[src/rtl/life_gen_scheduler.sv]
`timescale 1ns/1ps
// life_gen_scheduler
// Sequences Game-of-Life generations over two ping-pong cell banks. The
// life engine reads display_bank and writes the other bank; the displayed
// bank only flips on a frame boundary, so the pixel path never sees a
// half-written grid. Cursor draw writes are arbitrated against the engine.
module life_gen_scheduler #(
  parameter int FRAMES_PER_GEN = 30,
  parameter int TIMEOUT_CYCLES = 1048576,
  parameter int GEN_W          = 16
) (
  input  logic             clk,
  input  logic             reset,
  input  logic             frame_start,
  input  logic             run_en,
  input  logic             step_req,
  input  logic             gen_done,
  input  logic             draw_req,
  output logic             engine_start,
  output logic             display_bank,
  output logic             draw_grant,
  output logic             busy,
  output logic [GEN_W-1:0] gen_count,
  output logic             timeout_err
);

  typedef enum logic [1:0] {
    IDLE      = 2'd0,
    START     = 2'd1,
    COMPUTE   = 2'd2,
    SWAP_WAIT = 2'd3
  } state_t;

  localparam logic [7:0]  FRAME_LAST = 8'(FRAMES_PER_GEN - 1);
  localparam int          WD_W       = $clog2(TIMEOUT_CYCLES + 1);
  localparam logic [31:0] WD_LIMIT   = 32'(TIMEOUT_CYCLES - 1);

  state_t            state_reg, state_next;
  logic [7:0]        frame_cnt_reg;
  logic              step_pending_reg;
  logic              launch_defer_reg, launch_defer_next;
  logic              grant_prev_reg;
  logic [WD_W-1:0]   wdog_reg;
  logic              display_bank_reg;
  logic [GEN_W-1:0]  gen_count_reg;
  logic              timeout_err_reg;

  logic              gen_due;
  logic              wd_hit;
  logic              do_swap;
  logic              do_timeout;

  // gen_due is only meaningful together with frame_start; a due generation
  // that lands while the engine is still busy is simply skipped.
  assign gen_due = frame_start && run_en && (frame_cnt_reg == FRAME_LAST);

  // Watchdog fires when the cycle count since engine_start reaches the limit.
  assign wd_hit = ((32'(wdog_reg) + 32'd1) >= WD_LIMIT);

  assign display_bank = display_bank_reg;
  assign gen_count    = gen_count_reg;
  assign timeout_err  = timeout_err_reg;

  // Frame divider: counts frames in run mode, held at zero otherwise.
  always_ff @(posedge clk or posedge reset) begin
    if (reset) begin
      frame_cnt_reg <= '0;
    end else if (!run_en) begin
      frame_cnt_reg <= '0;
    end else if (frame_start) begin
      frame_cnt_reg <= gen_due ? 8'd0 : frame_cnt_reg + 8'd1;
    end
  end

  // Single-deep step request latch; a new request wins over the launch clear.
  always_ff @(posedge clk or posedge reset) begin
    if (reset) begin
      step_pending_reg <= 1'b0;
    end else if (step_req) begin
      step_pending_reg <= 1'b1;
    end else if (state_reg == START) begin
      step_pending_reg <= 1'b0;
    end
  end

  // Engine watchdog: cleared at launch, counts while computing.
  always_ff @(posedge clk or posedge reset) begin
    if (reset) begin
      wdog_reg <= '0;
    end else if (state_reg == START) begin
      wdog_reg <= '0;
    end else if (state_reg == COMPUTE) begin
      wdog_reg <= wdog_reg + WD_W'(1);
    end
  end

  // FSM state plus launch-deferral and grant-spacing history.
  always_ff @(posedge clk or posedge reset) begin
    if (reset) begin
      state_reg        <= IDLE;
      launch_defer_reg <= 1'b0;
      grant_prev_reg   <= 1'b0;
    end else begin
      state_reg        <= state_next;
      launch_defer_reg <= launch_defer_next;
      grant_prev_reg   <= draw_grant;
    end
  end

  // Next-state and control outputs; a draw in the launch cycle is served
  // first and the launch slips by one cycle.
  always_comb begin
    state_next        = state_reg;
    launch_defer_next = launch_defer_reg;
    engine_start      = 1'b0;
    busy              = 1'b0;
    draw_grant        = 1'b0;
    do_swap           = 1'b0;
    do_timeout        = 1'b0;
    case (state_reg)
      IDLE: begin
        if (launch_defer_reg) begin
          state_next        = START;
          launch_defer_next = 1'b0;
        end else begin
          draw_grant = draw_req && !grant_prev_reg && !reset;
          if (frame_start && (gen_due || step_pending_reg)) begin
            if (draw_grant) begin
              launch_defer_next = 1'b1;
            end else begin
              state_next = START;
            end
          end
        end
      end
      START: begin
        engine_start = 1'b1;
        busy         = 1'b1;
        state_next   = COMPUTE;
      end
      COMPUTE: begin
        busy = 1'b1;
        if (gen_done) begin
          state_next = SWAP_WAIT;
        end else if (wd_hit) begin
          do_timeout = 1'b1;
          state_next = IDLE;
        end
      end
      SWAP_WAIT: begin
        busy = 1'b1;
        if (frame_start) begin
          do_swap    = 1'b1;
          state_next = IDLE;
        end
      end
      default: begin
        state_next = IDLE;
      end
    endcase
  end

  // Bank flip and generation count on a completed swap; sticky timeout flag.
  always_ff @(posedge clk or posedge reset) begin
    if (reset) begin
      display_bank_reg <= 1'b0;
      gen_count_reg    <= '0;
      timeout_err_reg  <= 1'b0;
    end else begin
      if (do_swap) begin
        display_bank_reg <= ~display_bank_reg;
        gen_count_reg    <= gen_count_reg + GEN_W'(1);
      end
      if (do_timeout) begin
        timeout_err_reg <= 1'b1;
      end
    end
  end

endmodule
[config.mk]
export PLATFORM = sky130hd
export DESIGN_NAME = life_gen_scheduler
export DESIGN_NICKNAME = d
export VERILOG_FILES = /design/src/rtl/life_gen_scheduler.sv
export SDC_FILE = /design/constraint.sdc
export NUM_CORES = 1
export LEC_CHECK = 0
export BUFFER_PORTS_ARGS = -buffer_cell sky130_fd_sc_hd__clkbuf_2
export CAP_MARGIN = 20
export CORE_UTILIZATION = 53
export DETAILED_ROUTE_END_ITERATION = 16
export PLACE_DENSITY = 0.84
export SKIP_LAST_GASP = 1
export SYNTH_ARGS = -nofsm -noshare
export SYNTH_HDL_FRONTEND = slang
export SYNTH_SLANG_ARGS = --single-unit
[constraint.sdc]
create_clock -name clk -period 2 [get_ports clk]
set_input_delay 0.2 -clock clk [delete_from_list [all_inputs] [get_ports clk]]
set_output_delay 0.2 -clock clk [all_outputs]
set_load 0.005 [all_outputs]
==> results.yml <==
critical_path:
  worst-setup-path-type: "reg2reg"
  path_max_fanout: 5
  crit_required_ns: 2.20
  critical_path_arrival_ns: 2.34
  worst_setup_path_start_kind: "register"
  r2r_setup_slack_ns: -0.14
  r2r-end: "state_reg[0]$_DFFE_PP0P_"
  reg2reg_depth: 8
  endpoint_kind: "register"
  startpoint: "wdog_reg[1]$_DFFE_PP0P_"
  r2r-start: "wdog_reg[1]$_DFFE_PP0P_"
sta:
  post-route-period-util_pct: 107
  period_minus_slack_ns: 2.14
  max_freq_mhz: 468
  fin_skew_ns: 0.0106
  setup_viol: 4
  slew_headroom_pct: 48.2
  layout_setup_ws_ns: -0.139
  tightest_slew_ns: 0.770
  rsz0062_at_grt: "true"
  holdWs_ns: 0.0645
  hold_viol: 0
  slew_viol_final: 0
floorplan:
  fp-row-count: 26
  ios: 28
  start_util_pct: 56.4
  die_area_mm2: 0.00588
  core_mm2: 0.00524
  die_h_um: 76.7
  die_w_um: 76.7
placement:
  io_buffers: 27
  dpl.hpwl_um: 5130
  place_ws_ns: -0.157
  place.gp.congestion: 0.888
finish:
  multi_input_area_mm2: 0.00161
  antenna_cells: 0
  drive_gt1_share_pct: 28.6
  synthToLayoutAreaGrowth_pct: 28.5
  largest_reg_flops: 21
  final_net_count: 425
  fillers: 365
  register_area_mm2: 0.00131
  fin_util_pct: 72.5
logic_synthesis:
  ys_warn_count: 0
  synth_nets: 340
  syn_area_per_cell_um2: 9.15
  syn-cell-area_mm2: 0.00295
  ys_async_sr_fraction_pct: 100
  synth_cells: 323
  synth.distinct_cells: 49
  synth_ff_type: "dfrtp_1"
  synth_seq_area_share_pct: 44.0
  ys_ff_latch: 52
  synth_edf_count: 0
clocking:
  clk_pin_slew_ns: 0.10
  ctsLongestPathBuffers: 2
  htreeDepth: 2
  root_buffer: "clkbuf_8"
  clkLatencyLatePin_ns: 0.31
  cts_sinks: 52
  cts_tree: "done"
  numCtsBuffers: 5
flow_run:
  cap_viol_max_count: 0
power_and_ir_drop:
  power_mw: 3.68
  leakage_nw: 1.77
  seqPwrFrac_pct: 36.7
  internal_power_mw: 2.28
  switchingPower_mw: 1.40
  switching_share_pct: 38.0
  clock_power_share_pct: 20.3
  ir_drop_v: 0.000898
  powerDensity_mw_per_mm2: 969
  comb_power_share_pct: 43.0
detailed_routing:
  dr.pass1.iters: 4
  wl_um: 7070
  wire_per_inst_um: 14.8
  vias: 2717
  ant_nets: 0
  post-route-drc-count: 0
  drt_iter0_drc: 214
  via_per_inst: 5.67
grt:
  grt_start_max_net_pins: 21
  grt_pass1_vias: 2782
  grt_pass1_wl_um: 12000
  overflow: 0
  grt_usage_pct: 25.2
  antenna_found_initial: 0
worst_hold_path:
  hold-path-endpoint: "step_pending_reg$_DFFE_PP0P_"
  hold_depth: 2
  hp-start: "step_req"
  hold_class: "in2reg"
run_status:
  failed_checks: "setup timing"
  status: "complete, but fails checks"
==> power groups by stage <==
stage | Sequential (mW) | Clock (mW) | Combinational (mW)
CTS | 1.34 | 0.753 | 1.55
global route | 1.37 | 0.792 | 1.74
finish | 1.35 | 0.745 | 1.58
floorplan | 1.38 | 0 | 0.893
detailed placement | 1.36 | 0 | 1.52
global placement | 1.35 | 0 | 1.45
==> per-stage QoR <==
| stage | instances | TNS (ns) | cell area [um2] |
|---|---|---|---|
| floorplan | 323 | -0.0950 | 2990 |
| global placement | 462 | -0.110 | 3550 |
| detailed placement | 462 | -0.352 | 3550 |
| CTS | 474 | -0.300 | 3720 |
| global route | 479 | -0.878 | 3800 |
| finish | 479 | -0.376 | 3800 |
==> placed cells by master (no fill, tap or decap), drive strengths merged, types with 3 or more instances in the layout <==
master	n
xor2	6
nor2	24
and3	4
o31ai	5
nand4	8
o21ai	26
nor3b	4
a21oi	10
dfrtp	52
nand2	35
nand3	21
xnor2	16
o22ai	10
buf	58
inv	26
o21a	4
nor4	9
nor2b	3
nor3	8
nand2b	6
a22o	4
ha	10
clkbuf	32
==> routing by layer <==
| metal | routed length (um) | track usage (%) |
|---|---|---|
| met5 | 0 | 0 |
| met4 | 156 | 11.7 |
| met3 | 305 | 3.93 |
| met2 | 3640 | 44.8 |
| met1 | 2960 | 29.9 |
==> cells by family after synthesis <==
| kind of cell | share of synthesized area, % |
|---|---|
| flops | 44.0 |
| simple gates | 24.8 |
| xor+xnor | 6.52 |
| compound gates | 15.0 |
| fa+ha+maj | 4.24 |
| buf+inv | 4.28 |
| mux | 1.10 |
==> layout make-up <==
class                           count  area share [%]
Clock buffer                        5            1.81
Clock inverter                      3            1.22
Inverter                           25            2.47
Multi-Input combinational cell    238            42.4
Sequential cell                    52            34.4
Tap cell                           70            2.31
Timing Repair Buffer               86            15.4
==> synthesized netlist by cell type, types with 5 or more instances <==
library cell  instances  area [um2]
nor2_1               24        90.1
dfrtp_1              52        1300
xnor2_1              16         140
o22ai_1              10        62.6
a21oi_1              10        50.1
nand4_1               6        37.5
nand2b_1              6        37.5
xor2_1                6        52.6
nor3_1                7        35.0
o31ai_1               5        37.5
inv_1                25        93.8
nand3_1              21         105
clkbuf_1              6        22.5
nand2_1              34         128
ha_1                 10         125
o21ai_0              25         125
nor4_1                6        37.5
==> worst max-delay path: stages (launching register included) <==
cell and delay (ns):
dfrtp_2 0.43, buf_4 0.13, nand4_2 0.12, or2_4 0.29, nor3_4 0.20, xnor2_1 0.12
nor4_4 0.35, nor4_1 0.11, a2111oi_2 0.28
==> worst max path at each step <==
stage               depth (start not counted)                  endpoint
floorplan                                   8  state_reg[0]$_DFFE_PP0P_
global placement                            8  state_reg[0]$_DFFE_PP0P_
detailed placement                          8  state_reg[1]$_DFFE_PP0P_
CTS                                         8  state_reg[1]$_DFFE_PP0P_
global route                                7  state_reg[0]$_DFFE_PP0P_
finish                                      8  state_reg[0]$_DFFE_PP0P_
==> what timing repair did <==
| action | 4_1_cts | 5_1_grt |
|---|---|---|
| gates cloned | 0 | 0 |
| resized for setup | 5 | 7 |
| endpoints found under the setup margin | 4 | 10 |
| buffers inserted | 3 | 5 |
| hold buffers | 1 | 0 |
| hold endpoints to repair | 17 | 0 |
| pin swaps | 1 | 1 |
Power figures use the tool's default switching activity.
